--- config.mk ---
export PLATFORM = sky130hd
export DESIGN_NAME = hazard_scoreboard
export DESIGN_NICKNAME = d
export VERILOG_FILES = /design/src/rtl/hazard_scoreboard.sv
export SDC_FILE = /design/constraint.sdc
export NUM_CORES = 1
export LEC_CHECK = 0
export ABC_AREA = 1
export CAP_MARGIN = 10
export CORE_UTILIZATION = 57
export DETAILED_ROUTE_END_ITERATION = 12
export GPL_ROUTABILITY_DRIVEN = 1
export HOLD_SLACK_MARGIN = 0.02
export MAX_ROUTING_LAYER = met4
export PLACE_DENSITY = 0.95
export SLEW_MARGIN = 10
export SYNTH_ARGS = -nofsm -noshare
export SYNTH_HDL_FRONTEND = slang
export SYNTH_SLANG_ARGS = --single-unit
--- constraint.sdc ---
create_clock -name clk -period 5.9 [get_ports clk]
set_input_delay 1.18 -clock clk [delete_from_list [all_inputs] [get_ports clk]]
set_output_delay 1.18 -clock clk [all_outputs]
set_load 0.005 [all_outputs]
--- src/rtl/hazard_scoreboard.sv ---
// Pipeline hazard scoreboard: tracks in-flight destination registers after decode,
// selects forwarding sources, detects load-use stalls and gates branch flushes.
module hazard_scoreboard #(
  parameter  int REG_W      = 5,
  parameter  int DEPTH      = 3,
  parameter  int LOAD_STAGE = 1,
  parameter  int ZERO_REG   = 31,
  parameter  int CNT_W      = 16,
  localparam int FW         = $clog2(DEPTH + 1)
) (
  input  logic             clk,
  input  logic             reset,
  input  logic             dec_valid,
  input  logic [REG_W-1:0] dec_rn,
  input  logic             dec_use_rn,
  input  logic [REG_W-1:0] dec_rm,
  input  logic             dec_use_rm,
  input  logic [REG_W-1:0] dec_rd,
  input  logic             dec_reg_write,
  input  logic             dec_is_load,
  input  logic             br_taken,
  input  logic             freeze,
  output logic             stall,
  output logic             flush_if,
  output logic [FW-1:0]    fwd_a,
  output logic [FW-1:0]    fwd_b,
  output logic [CNT_W-1:0] stall_cycles,
  output logic [CNT_W-1:0] flush_count
);

  // Entry 0 is the stage right after decode (Ex); entry DEPTH-1 is the oldest (Wb).
  logic             ent_valid [DEPTH];
  logic [REG_W-1:0] ent_rd    [DEPTH];
  logic             ent_wr    [DEPTH];
  logic             ent_ld    [DEPTH];

  logic [FW-1:0] hit_a;
  logic [FW-1:0] hit_b;
  logic          ld_a;
  logic          ld_b;
  logic          load_use;
  logic          stall_int;
  logic          flush_int;

  // Scan oldest to youngest so the youngest producer overwrites older matches.
  always_comb begin
    hit_a = '0;
    hit_b = '0;
    ld_a  = 1'b0;
    ld_b  = 1'b0;
    for (int i = DEPTH - 1; i >= 0; i--) begin
      if (ent_valid[i] && ent_wr[i] && (ent_rd[i] != REG_W'(ZERO_REG))) begin
        if (ent_rd[i] == dec_rn) begin
          hit_a = FW'(i + 1);
          ld_a  = ent_ld[i] && (i < LOAD_STAGE);
        end
        if (ent_rd[i] == dec_rm) begin
          hit_b = FW'(i + 1);
          ld_b  = ent_ld[i] && (i < LOAD_STAGE);
        end
      end
    end
    if (!dec_use_rn) begin
      hit_a = '0;
      ld_a  = 1'b0;
    end
    if (!dec_use_rm) begin
      hit_b = '0;
      ld_b  = 1'b0;
    end
  end

  assign load_use  = dec_valid && (ld_a || ld_b);
  assign stall_int = load_use || freeze;
  assign flush_int = br_taken && dec_valid && !stall_int;

  // Outputs are forced quiet while reset is held, independent of the clock.
  assign stall    = !reset && stall_int;
  assign flush_if = !reset && flush_int;
  assign fwd_a    = reset ? '0 : hit_a;
  assign fwd_b    = reset ? '0 : hit_b;

  always_ff @(posedge clk or posedge reset) begin
    if (reset) begin
      for (int i = 0; i < DEPTH; i++) begin
        ent_valid[i] <= 1'b0;
        ent_rd[i]    <= '0;
        ent_wr[i]    <= 1'b0;
        ent_ld[i]    <= 1'b0;
      end
    end else if (!freeze) begin
      for (int i = DEPTH - 1; i > 0; i--) begin
        ent_valid[i] <= ent_valid[i-1];
        ent_rd[i]    <= ent_rd[i-1];
        ent_wr[i]    <= ent_wr[i-1];
        ent_ld[i]    <= ent_ld[i-1];
      end
      // A load-use stall inserts a bubble; the held decode instruction retries next cycle.
      if (load_use) begin
        ent_valid[0] <= 1'b0;
        ent_rd[0]    <= '0;
        ent_wr[0]    <= 1'b0;
        ent_ld[0]    <= 1'b0;
      end else begin
        ent_valid[0] <= dec_valid;
        ent_rd[0]    <= dec_rd;
        ent_wr[0]    <= dec_reg_write;
        ent_ld[0]    <= dec_is_load;
      end
    end
  end

  always_ff @(posedge clk or posedge reset) begin
    if (reset) begin
      stall_cycles <= '0;
      flush_count  <= '0;
    end else begin
      if (load_use && !freeze && (stall_cycles != '1)) begin
        stall_cycles <= stall_cycles + CNT_W'(1);
      end
      if (flush_int && (flush_count != '1)) begin
        flush_count <= flush_count + CNT_W'(1);
      end
    end
  end

endmodule
Word level (Yosys, flattened, before mapping)
Index checks and enable logic that the tools add are counted.

cells by class
  $add $sub $neg = 2
  equal/unequal tests = 11
  mux-type cells = 26
  reductions and logical operators = 19

operator list
  cell                     count
  $add A16 B1 Y16 const B  2
  $mux W2                  16
  $ne A16 B16 Y1 const B   2
  $eq A5 B5 Y1             6
  $ne A5 B5 Y1 const B     3
  $logic_and A1 B1 Y1      14
  $mux W1                  9
  $mux W5                  1
  $logic_not A1 Y1         3
  $logic_or A1 B1 Y1       2

word-level totals
  register bits after elaboration = 54
  input bits = 24
  output and inout bits = 38
  logic and storage cells = 70

Depth between registers and ports, before layout
  depth in word-level cells = 10
  mapped depth = 14
  gate-level depth less buffers = 13

Worst setup path before layout
Ideal clock, no wire load.

  path type = input to output
  start point = input port reset
  end point = output port fwd_a[1]
  data arrival time = 2.703 ns
  data required time = 4.720 ns
  path slack = 2.017 ns
  stages = 3
  buffers on the path = 0
  cells stage by stage = inv_1 -> nand3_1 -> a21oi_1

between the ends
  cells in the longest elaborated chain, start to end = 1

ends and longest elaborated chain
  item             line  RTL
  start, declared  12    input logic reset,
  $mux W2          80    assign fwd_a = reset ? '0 : hit_a;
  end, declared    25    output logic [FW-1:0] fwd_a,

Every way passes these cells.

Worst setup path in the final report
  start point = input port dec_rn[1]
  end point = output port flush_if

between the ends
  cells in the longest elaborated chain, start to end = 10

ends and longest elaborated chain
  item                 line  RTL
  start, declared      14    input logic [REG_W-1:0] dec_rn,
  $eq A5 B5 Y1         53    if (ent_rd[i] == dec_rn) begin
  $mux W1              53
  $mux W1              52    if (ent_valid[i] && ent_wr[i] && (ent_rd[i] != REG_W'(ZERO_REG))) begin
  $mux W1              63    if (!dec_use_rn) begin
  $logic_or A1 B1 Y1   73    assign load_use = dec_valid && (ld_a || ld_b);
  $logic_and A1 B1 Y1  73
  $logic_or A1 B1 Y1   74    assign stall_int = load_use || freeze;
  $logic_not A1 Y1     75    assign flush_int = br_taken && dec_valid && !stall_int;
  $logic_and A1 B1 Y1  75
  $logic_and A1 B1 Y1  79    assign flush_if = !reset && flush_int;
  end, declared        24    output logic flush_if,

Every way passes these cells.

==> impl_metrics.py <==
metrics = {
    "clock_network": {
        "cts_buffers": 5,
        "tritoncts": "yes",
        "clkTransAtPathRegs_ps": 100,
        "clk_path_buf_depth": 2,
        "clock_insertion_delay_worst_skew_ps": 310,
        "clock_sink_count": 54,
        "cts_resized": 0,
        "cts_root_buf": "clkbuf_8",
        "htree_levels": 2,
        "cts_setup_buffers": 0,
        "holdBufCountCts": 0,
    },
    "min_path": {
        "hp-start": "ent_wr[0]",
        "min_to": "ent_wr[0]",
        "min_path_type": "reg -> reg",
        "hold_depth": 2,
    },
    "timing": {
        "drv_slew": 0,
        "tightest_slew_ps": 671,
        "setup_viol": 0,
        "rsz0062_at_grt": "no",
        "max_freq_mhz": 216,
        "period_needed_ps": 4620,
        "clock_skew_ps": 6.79,
        "slew_headroom": 0.552,
        "hold_viol": 0,
        "finalSetupTns_ps": 0,
        "finalCritPeriodShare": 0.783,
        "worst_slack_ps": 1280,
    },
    "layout": {
        "final_common_cell": "nand2_1",
        "fin_nets": 548,
        "antenna_cells": 0,
        "drive_above_1_share": 0.0363,
        "nFillCells": 440,
        "area_growth_pct": 22.4,
        "final_cell_mix": "166 x nand2_1, 61 x clkdlybuf4s50_1, 54 x dfrtp_1, 46 x inv_1, 33 x nor2_1",
    },
    "setup_path": {
        "start_kind": "input port",
        "ff2ff_path_depth": 11,
        "r2r-start": "flush_count[0]",
        "worst-setup-path-type": "in -> out",
        "worstPathRequired_ps": 4720,
        "reg2reg_slack_ps": 3340,
        "startpoint": "dec_rn[1]",
        "reg2reg_to": "flush_count[7]",
        "crit_arrival_ps": 3440,
        "cp-end-kind": "primary output",
        "path_max_fanout": 17,
    },
    "floorplan": {
        "initial_core_util": 0.598,
        "io_pins": 62,
        "core_um2": 5570,
        "rows": 27,
        "die-width_um": 78.5,
        "die_area_um2": 6160,
        "chipHeight_um": 78.5,
    },
    "global_route": {
        "top_usage_layer": "met2",
        "overflow": 0,
        "grt_pass1_wl_um": 13500,
        "grt_max_degree": 55,
        "grt_pass1_vias": 2989,
        "grt_use_met2": 0.472,
        "use_met1": 0.366,
        "met3_usage": 0.0419,
        "antenna_found_initial": 0,
        "grt_use_total": 0.287,
    },
    "placed_design": {
        "place.port_buffers": 61,
        "dp_hpwl_um": 6080,
        "dpl_worst_slack_ps": 1290,
        "routabilityCongestion": 0.990,
    },
    "logic_synthesis": {
        "synth_fa_ha_area_frac": 0.00750,
        "synth_compound_area_frac": 0.0488,
        "synth-simple-area-share": 0.364,
        "syn_area_per_cell_um2": 7.22,
        "synth_top_family_by_area": "simple AND/OR/NAND/NOR gates",
        "ys_ff_latch": 54,
        "netlist_instances": 462,
        "syn_nets": 488,
        "synth-seq-area-share": 0.405,
        "synth_xor_area_frac": 0.0998,
        "synth_area_um2": 3330,
        "muxShareOfSynthArea": 0,
        "synth_warnings": 0,
        "synth_cell_types": 31,
    },
    "drt": {
        "drt_iter0_drc": 232,
        "vias": 3257,
        "post_drt_wl_per_cell_um": 13.8,
        "drc": 0,
        "antenna_left": 0,
        "via_per_inst": 5.47,
        "drt_wl_total_um": 8230,
        "firstDrtPassIters": 5,
    },
    "status": {
        "outcome": "finished clean",
    },
    "pwr": {
        "p_leak_nw": 1.95,
        "vdd_drop_max_uv": 133,
        "p_per_area_nw_per_um2": 201,
    },
    "job": {
        "cap_violations": 0,
    },
}
-- area by class of cell --
type	instances	area, um2	area share
repair buffers	64	633	0.155
clock buffers	6	72.6	0.0178
clock inverters	2	13.8	0.00337
inverters	50	188	0.0460
flip-flops and latches	54	1350	0.331
well taps	72	90.1	0.0221
multi-input cells	347	1730	0.425
-- state kept, by name, summed over array words and instances, names as in the netlist --
| register | count |
|---|---|
| flush_count | 16 |
| stall_cycles | 16 |
| ent_rd | 15 |
| ent_valid | 3 |
| ent_wr | 3 |
| ent_ld | 1 |
-- per-stage QoR --
step | instances | hold slack, ps | util | cell area [um2] | total power [mW]
6_report | 595 | 494 | 0.732 | 4080 | 0.822
5_1_grt | 595 | 522 | 0.732 | 4080 | 0.867
4_1_cts | 595 | 496 | 0.732 | 4080 | 0.827
3_5_place_dp | 587 | 473 | 0.717 | 4000 | 0.621
3_3_place_gp | 587 | 474 | 0.717 | 4000 | 0.614
2_1_floorplan | 462 | 450 | - | 3330 | 0.539
-- layer usage --
metal / up-vias / wire length [um]
li1: 1607 / -
met1: 1503 / 3620
met2: 128 / 3960
met3: 19 / 502
met4: 0 / 146
met5: - / 0
-- where the power goes --
part | internal [mW] | switching (mW)
clock | 0.0841 | 0.122
sequential | 0.400 | 0.0433
combinational | 0.0853 | 0.0865
total | 0.570 | 0.252
-- worst max-delay path by stage --
stage                to  slack (ps)  cells past startpoint
2_1_floorplan  fwd_a[1]        2020                      3
3_3_place_gp   flush_if        1390                     12
3_5_place_dp   flush_if        1290                     12
4_1_cts        flush_if        1290                     12
5_1_grt           stall        1090                     14
6_report       flush_if        1280                     12
-- cell usage after synthesis --
cell / number / share of area
o211ai_1: 1 / 0.0023
nor2_1: 33 / 0.037
clkinv_1: 1 / 0.0011
inv_2: 2 / 0.0023
xnor2_1: 19 / 0.050
a21oi_1: 4 / 0.0060
nor2_2: 2 / 0.0038
nand3b_1: 3 / 0.0068
clkbuf_1: 7 / 0.0079
nand2_2: 1 / 0.0019
nor3_1: 8 / 0.012
nand2_4: 1 / 0.0034
inv_1: 47 / 0.053
a31oi_1: 1 / 0.0019
nor2_8: 1 / 0.0060
o21bai_1: 1 / 0.0023
nand3_1: 26 / 0.039
o21ai_0: 19 / 0.029
o22ai_1: 1 / 0.0019
ha_1: 2 / 0.0075
o21ai_1: 4 / 0.0060
nand2_1: 166 / 0.19
dfrtp_1: 54 / 0.41
xor2_1: 19 / 0.050
nor2b_1: 1 / 0.0019
buf_2: 1 / 0.0015
nor2_4: 1 / 0.0034
or2_1: 1 / 0.0019
nand4_1: 32 / 0.060
buf_4: 1 / 0.0023
buf_6: 2 / 0.0068
-- critical path, stage by stage --
cell and delay (ps):
clkdlybuf4s50_1 570, inv_1 100, o21ai_0 210, inv_1 70, nand2_1 70, nor2_1 40, nand4_1 70, nand2_1 140
nor2_4 330, nand2_1 80, nor2_1 90, clkdlybuf4s50_1 500
-- cell families after synthesis --
family / Yosys count
fa+ha+maj: 2
xor+xnor: 38
flops: 54
simple gates: 276
buf+inv: 61
compound gates: 31
No activity file was read; power rests on OpenSTA's default activity.
